==> src/rtl/branch_resolve_unit.sv <==
// Branch resolution unit: holds in-flight predictions in a circular FIFO and
// checks each decode resolution against the oldest one, raising flush/redirect.
module branch_resolve_unit #(
  parameter int unsigned DEPTH = 4,
  parameter int unsigned W     = 32
) (
  input  logic         clk,
  input  logic         rst_n,
  input  logic         i_pred_valid,
  input  logic [W-1:0] i_pred_pc,
  input  logic         i_pred_taken,
  input  logic [W-1:0] i_pred_target,
  output logic         o_pred_ready,
  input  logic         i_res_valid,
  input  logic [W-1:0] i_res_pc,
  input  logic [W-1:0] i_res_target,
  input  logic         i_res_taken,
  output logic         o_flush,
  output logic [W-1:0] o_redirect_pc,
  output logic         o_upd_valid,
  output logic [W-1:0] o_upd_pc,
  output logic [W-1:0] o_upd_target,
  output logic         o_upd_taken,
  output logic [15:0]  o_br_count,
  output logic [15:0]  o_mis_count,
  output logic         o_err
);

  localparam int unsigned PW = $clog2(DEPTH);
  localparam int unsigned CW = PW + 1;

  typedef struct packed {
    logic [W-1:0] pc;
    logic         taken;
    logic [W-1:0] target;
  } rec_t;

  typedef enum logic {RUN = 1'b0, RECOVER = 1'b1} state_t;

  rec_t          mem_q [DEPTH];
  state_t        state_q, state_d;
  logic [PW-1:0] wr_ptr_q, wr_ptr_d, rd_ptr_q, rd_ptr_d;
  logic [CW-1:0] cnt_q, cnt_d;
  logic          flush_q, flush_d;
  logic [W-1:0]  redir_q, redir_d;
  logic          upd_valid_q, upd_valid_d;
  logic [W-1:0]  upd_pc_q, upd_pc_d, upd_tgt_q, upd_tgt_d;
  logic          upd_taken_q, upd_taken_d;
  logic [15:0]   br_q, br_d, mis_q, mis_d;
  logic          err_q, err_d;

  rec_t head;
  logic pred_ready, accept, hit, orphan, mispred, squash, pop;

  // Head match, mispredict detection and next-state for queue, FSM and outputs
  always_comb begin
    head       = mem_q[rd_ptr_q];
    pred_ready = (state_q == RUN) && (cnt_q < CW'(DEPTH));
    accept     = i_pred_valid && pred_ready;
    hit        = i_res_valid && (state_q == RUN) && (cnt_q != '0) && (i_res_pc == head.pc);
    orphan     = i_res_valid && !hit;
    mispred    = hit && ((i_res_taken != head.taken) ||
                         (i_res_taken && (i_res_target != head.target)));
    squash     = orphan || mispred;
    pop        = hit && !mispred;

    state_d     = RUN;
    wr_ptr_d    = wr_ptr_q;
    rd_ptr_d    = rd_ptr_q;
    cnt_d       = cnt_q;
    flush_d     = 1'b0;
    redir_d     = redir_q;
    upd_valid_d = 1'b0;
    upd_pc_d    = upd_pc_q;
    upd_tgt_d   = upd_tgt_q;
    upd_taken_d = upd_taken_q;
    br_d        = br_q;
    mis_d       = mis_q;
    err_d       = err_q || orphan;

    if (squash) begin
      // Wrong-path records, including one offered this cycle, are dropped.
      state_d  = RECOVER;
      wr_ptr_d = '0;
      rd_ptr_d = '0;
      cnt_d    = '0;
      flush_d  = 1'b1;
      if (mis_q != 16'hFFFF) mis_d = mis_q + 16'd1;
    end else begin
      if (accept) wr_ptr_d = wr_ptr_q + PW'(1);
      if (pop)    rd_ptr_d = rd_ptr_q + PW'(1);
      cnt_d = cnt_q + CW'(accept) - CW'(pop);
    end

    if (i_res_valid) begin
      redir_d     = i_res_taken ? i_res_target : (i_res_pc + W'(4));
      upd_valid_d = 1'b1;
      upd_pc_d    = i_res_pc;
      upd_tgt_d   = i_res_target;
      upd_taken_d = i_res_taken;
      if (br_q != 16'hFFFF) br_d = br_q + 16'd1;
    end
  end

  always_ff @(posedge clk) begin
    if (!rst_n) begin
      state_q     <= RUN;
      wr_ptr_q    <= '0;
      rd_ptr_q    <= '0;
      cnt_q       <= '0;
      flush_q     <= 1'b0;
      redir_q     <= '0;
      upd_valid_q <= 1'b0;
      upd_pc_q    <= '0;
      upd_tgt_q   <= '0;
      upd_taken_q <= 1'b0;
      br_q        <= '0;
      mis_q       <= '0;
      err_q       <= 1'b0;
    end else begin
      state_q     <= state_d;
      wr_ptr_q    <= wr_ptr_d;
      rd_ptr_q    <= rd_ptr_d;
      cnt_q       <= cnt_d;
      flush_q     <= flush_d;
      redir_q     <= redir_d;
      upd_valid_q <= upd_valid_d;
      upd_pc_q    <= upd_pc_d;
      upd_tgt_q   <= upd_tgt_d;
      upd_taken_q <= upd_taken_d;
      br_q        <= br_d;
      mis_q       <= mis_d;
      err_q       <= err_d;
    end
  end

  // Record storage needs no reset; occupancy qualifies every read.
  always_ff @(posedge clk) begin
    if (rst_n && accept && !squash)
      mem_q[wr_ptr_q] <= '{pc: i_pred_pc, taken: i_pred_taken, target: i_pred_target};
  end

  assign o_pred_ready  = pred_ready;
  assign o_flush       = flush_q;
  assign o_redirect_pc = redir_q;
  assign o_upd_valid   = upd_valid_q;
  assign o_upd_pc      = upd_pc_q;
  assign o_upd_target  = upd_tgt_q;
  assign o_upd_taken   = upd_taken_q;
  assign o_br_count    = br_q;
  assign o_mis_count   = mis_q;
  assign o_err         = err_q;

endmodule

==> config.mk <==
export PLATFORM = sky130hd
export DESIGN_NAME = branch_resolve_unit
export DESIGN_NICKNAME = d
export VERILOG_FILES = /design/src/rtl/branch_resolve_unit.sv
export SDC_FILE = /design/constraint.sdc
export NUM_CORES = 1
export LEC_CHECK = 0
export BUFFER_PORTS_ARGS = -buffer_cell sky130_fd_sc_hd__buf_2
export CAP_MARGIN = 20
export CORE_MARGIN = 4
export CORE_UTILIZATION = 57
export DETAILED_ROUTE_END_ITERATION = 10
export PLACE_DENSITY = 0.8
export SETUP_SLACK_MARGIN = 0.5
export SLEW_MARGIN = 25
export SYNTH_ARGS = -nofsm -noshare
export SYNTH_HDL_FRONTEND = slang
export SYNTH_SLANG_ARGS = --single-unit
==> constraint.sdc <==
create_clock -name clk -period 5.6 [get_ports clk]
set_input_delay 0.56 -clock clk [delete_from_list [all_inputs] [get_ports clk]]
set_output_delay 0.56 -clock clk [all_outputs]
set_load 0.02 [all_outputs]
==> summary.txt <==
Critical path
  • Required arrival time at the worst endpoint: 5750 ps
  • Crit Path Class: register to register
  • Launching element type of the critical path: register
  • Critical Path End Type: register
  • Data arrival time of the critical path: 4980 ps
  • Worst-path maximum fanout: 39

CTS
  • TritonCTS clock tree: done
  • CTS HTree Levels: 2
  • Clock slew at reported path FFs: 60 ps
  • Hold buffers post-CTS: 0
  • Clock sink total: 401
  • Clock tree root driver cell: sky130_fd_sc_hd__clkbuf_16
  • CTS buffer count: 41
  • Total setup buffers inserted after CTS: 0
  • Number of gates resized after CTS: 0
  • Clock network latency to the later pin of the worst-skew pair: 520 ps
  • Max Buffers Root-to-Sink: 3

Routing
  • Drt wl/cell: 23.45 um
  • Pre-antenna DRT Iters: 7
  • Top layer reached by signal wires: met5
  • Post-route met1 wirelength: 17050 um
  • Length of routed met2 wiring: 21870 um
  • Sum of met3 wire segment lengths after detailed routing: 4030 um
  • DRT antenna net count: 0
  • DR DRC count: 0
  • Wire length reported by the detailed router: 44210 um
  • 1st-iter DRT viols: 1157
  • Average vias per placed instance: 5.937
  • Vias post-DR: 11191

Synth
  • Post-synthesis net count: 1345
  • Number of flops mapped to enable cells by yosys: 260
  • Most frequent cells after synthesis: sky130_fd_sc_hd__edfxtp_1 (260), sky130_fd_sc_hd__dfxtp_1 (141), sky130_fd_sc_hd__nor2_1 (136)
  • Sequential share of the synthesized area: 63.52%
  • Total of warnings raised by yosys: 0
  • Flip-flop cell with the highest count after synthesis: sky130_fd_sc_hd__edfxtp_1
  • Most frequent cell after synthesis: sky130_fd_sc_hd__edfxtp_1
  • Fraction of synthesis flops using an asynchronous set or reset pin: 0%
  • Biggest area consumer among synthesized cells: sky130_fd_sc_hd__edfxtp_1
  • Syn Std Cell Area: 16740 um2
  • Ranking of synthesized cells by area: sky130_fd_sc_hd__edfxtp_1 (47%), sky130_fd_sc_hd__dfxtp_1 (17%), sky130_fd_sc_hd__mux2i_1 (8.0%), sky130_fd_sc_hd__mux4_2 (6.9%), sky130_fd_sc_hd__xnor2_1 (3.8%)
  • Avg Inst Size Synth: 13.94 um2
  • Number of register bits inferred by synthesis: 401
  • Post-synth cell types: 56
  • Syn Inst Count: 1201
  • Share of the synthesized area in the top cell type: 46.65%

Die
  • Ports placed on the boundary: 267
  • Number of standard-cell rows in the floorplan: 62
  • Area of the die: 32170 um2
  • Die Span X: 179.4 um
  • Floorplan die height: 179.4 um
  • Initial Util: 58.00%
  • Placeable core region: 28860 um2

Final layout
  • P&R area growth vs syn: 17.88%
  • Fraction of final layout cells with drive strength greater than 1: 28.05%
  • Net count of the finished layout: 1608
  • Core occupancy in the finished layout: 68.37%

Timing
  • Number of failing hold endpoints at the final stage: 0
  • Maximum achievable frequency: 207.2 MHz
  • Hold slack: 257.5 ps
  • Count of final setup violators: 0
  • Period utilisation layout: 86.18%
  • Final count of pins violating max slew: 0
  • Min cycle time layout: 4826 ps
  • Setup TNS: 0 ps
  • Actual slew at the worst max-slew pin: 1028 ps
  • Setup clock skew after layout: 12.01 ps
  • Slew Limit Headroom: 30.81%
  • Unrepaired setup endpoints after global routing: false

GRT
  • Global-route wire length before repair: 64360 um
  • Sum of overflow across all layers after global routing: 0
  • Largest net degree at the start of global routing: 67
  • Number of global-route vias before repair: 10928
  • GRT Resource Usage Total: 26.60%
  • Initial antenna violation count: 8

Outcome
  • Result of the run: finished, final reports clean

Power
  • Total Power Consumption: 6257 uW
  • P_leak: 0.007479 uW
  • Worst-case vdd ir drop: 0.2806 mV
  • Total power divided by cell area: 317.2 nW/um2

Worst hold path
  • Hold/Removal Path Class: input port to register
  • Hold_sp: i_pred_pc[15]

Flow run
  • Max-capacitance violation count: 0

Place
  • Port Buffer Count: 266
  • Half-perimeter wire length after detailed placement: 31020 um
  • Final estimated routing congestion in global placement: 0.8721
[placed cells by master, fill, tap and decap left out, drive strengths merged, types with 3 or more instances in the layout]
cell type | netlist | routed
buf | 29 | 284
edfxtp | 260 | 260
dfxtp | 141 | 141
nor2 | 136 | 136
mux2i | 133 | 133
xnor2 | 73 | 73
clkbuf | 35 | 58
nand2 | 53 | 53
mux4 | 51 | 51
o21ai | 35 | 35
inv | 32 | 32
nand3 | 31 | 31
xor2 | 29 | 29
nand4 | 21 | 21
a21oi | 20 | 20
and3 | 15 | 15
clkinv | 0 | 13
nor4 | 10 | 10
ha | 9 | 9
diode | 0 | 7
mux2 | 7 | 7
and2 | 7 | 7
a21o | 7 | 7
and4 | 7 | 7
a211oi | 7 | 7
nor3 | 6 | 6
or3 | 6 | 6
a22oi | 5 | 5
nand2b | 5 | 5
a2bb2oi | 3 | 3
a2111oi | 3 | 3
[power breakdown]
part	switching [uW]	leakage, uW	internal (uW)
combinational	310	0.00336	170
sequential	34.3	0.00350	3210
clock	1070	0.000619	1460
[worst max-delay path, stage by stage (launching register included)]
cell                      delay, ps
sky130_fd_sc_hd__dfxtp_4        860
sky130_fd_sc_hd__buf_4          370
sky130_fd_sc_hd__mux4_2         540
sky130_fd_sc_hd__xnor2_1        180
sky130_fd_sc_hd__nand4_1        200
sky130_fd_sc_hd__nor4_4         530
sky130_fd_sc_hd__a21o_1         440
sky130_fd_sc_hd__nand2_1        290
sky130_fd_sc_hd__nor2_1         330
sky130_fd_sc_hd__and3_2         240
sky130_fd_sc_hd__buf_4          420
[area by class of cell]
| cell class | count | area (um2) |
|---|---|---|
| sequential | 401 | 10640 |
| fill | 1998 | 9129 |
| multi-input combinational | 704 | 5707 |
| tap | 384 | 480.5 |
| clock buffer | 58 | 1180 |
| timing repair buffer | 284 | 1510 |
| inverter | 32 | 122.6 |
| clock inverter | 15 | 73.82 |
| antenna | 7 | 17.52 |
[path summary, 6_finish.rpt]
check        slack [ps]           end  cells past startpoint
max                 770  mem_q[3][49]                     10
min                 260  mem_q[1][48]                      1
min reg2reg         470         o_err                      2
max reg2reg         770  mem_q[3][49]                     10
[routing by layer]
metal | GRT usage, % | up-vias
li1 | - | 4969
met1 | 36.27 | 5597
met2 | 44.50 | 547
met3 | 4.511 | 76
met4 | 8.029 | 2
met5 | 0 | -
[metrics by stage]
step,area [um2],instances,worst slack (ps)
floorplan,16740,1201,999.5
global placement,18450,1805,917.8
detailed placement,18450,1805,805.2
CTS,19710,1878,769.5
global route,19730,1885,499.7
finish,19730,1885,774.0
[kinds of logic after synthesis]
logic type	share of synthesized area (%)
flip-flops	63.52
AND/OR/NAND/NOR	8.441
multiplexers	15.29
XOR/XNOR	5.338
AO/OA/AOI/OAI	4.172
buffers and inverters	2.452
adder cells (fa/ha/maj)	0.7925
[flip-flops by register name (all words and copies together), names as in the netlist, named ones only]
register,cells
o_upd_valid,1
mem_q,260
o_flush,1
o_upd_taken,1
rd_ptr_q,2
o_redirect_pc,32
wr_ptr_q,2
o_err,1
cnt_q,3
o_upd_pc,32
o_upd_target,32
o_br_count,16
o_mis_count,16
No activity file was read; power rests on OpenSTA's default activity.
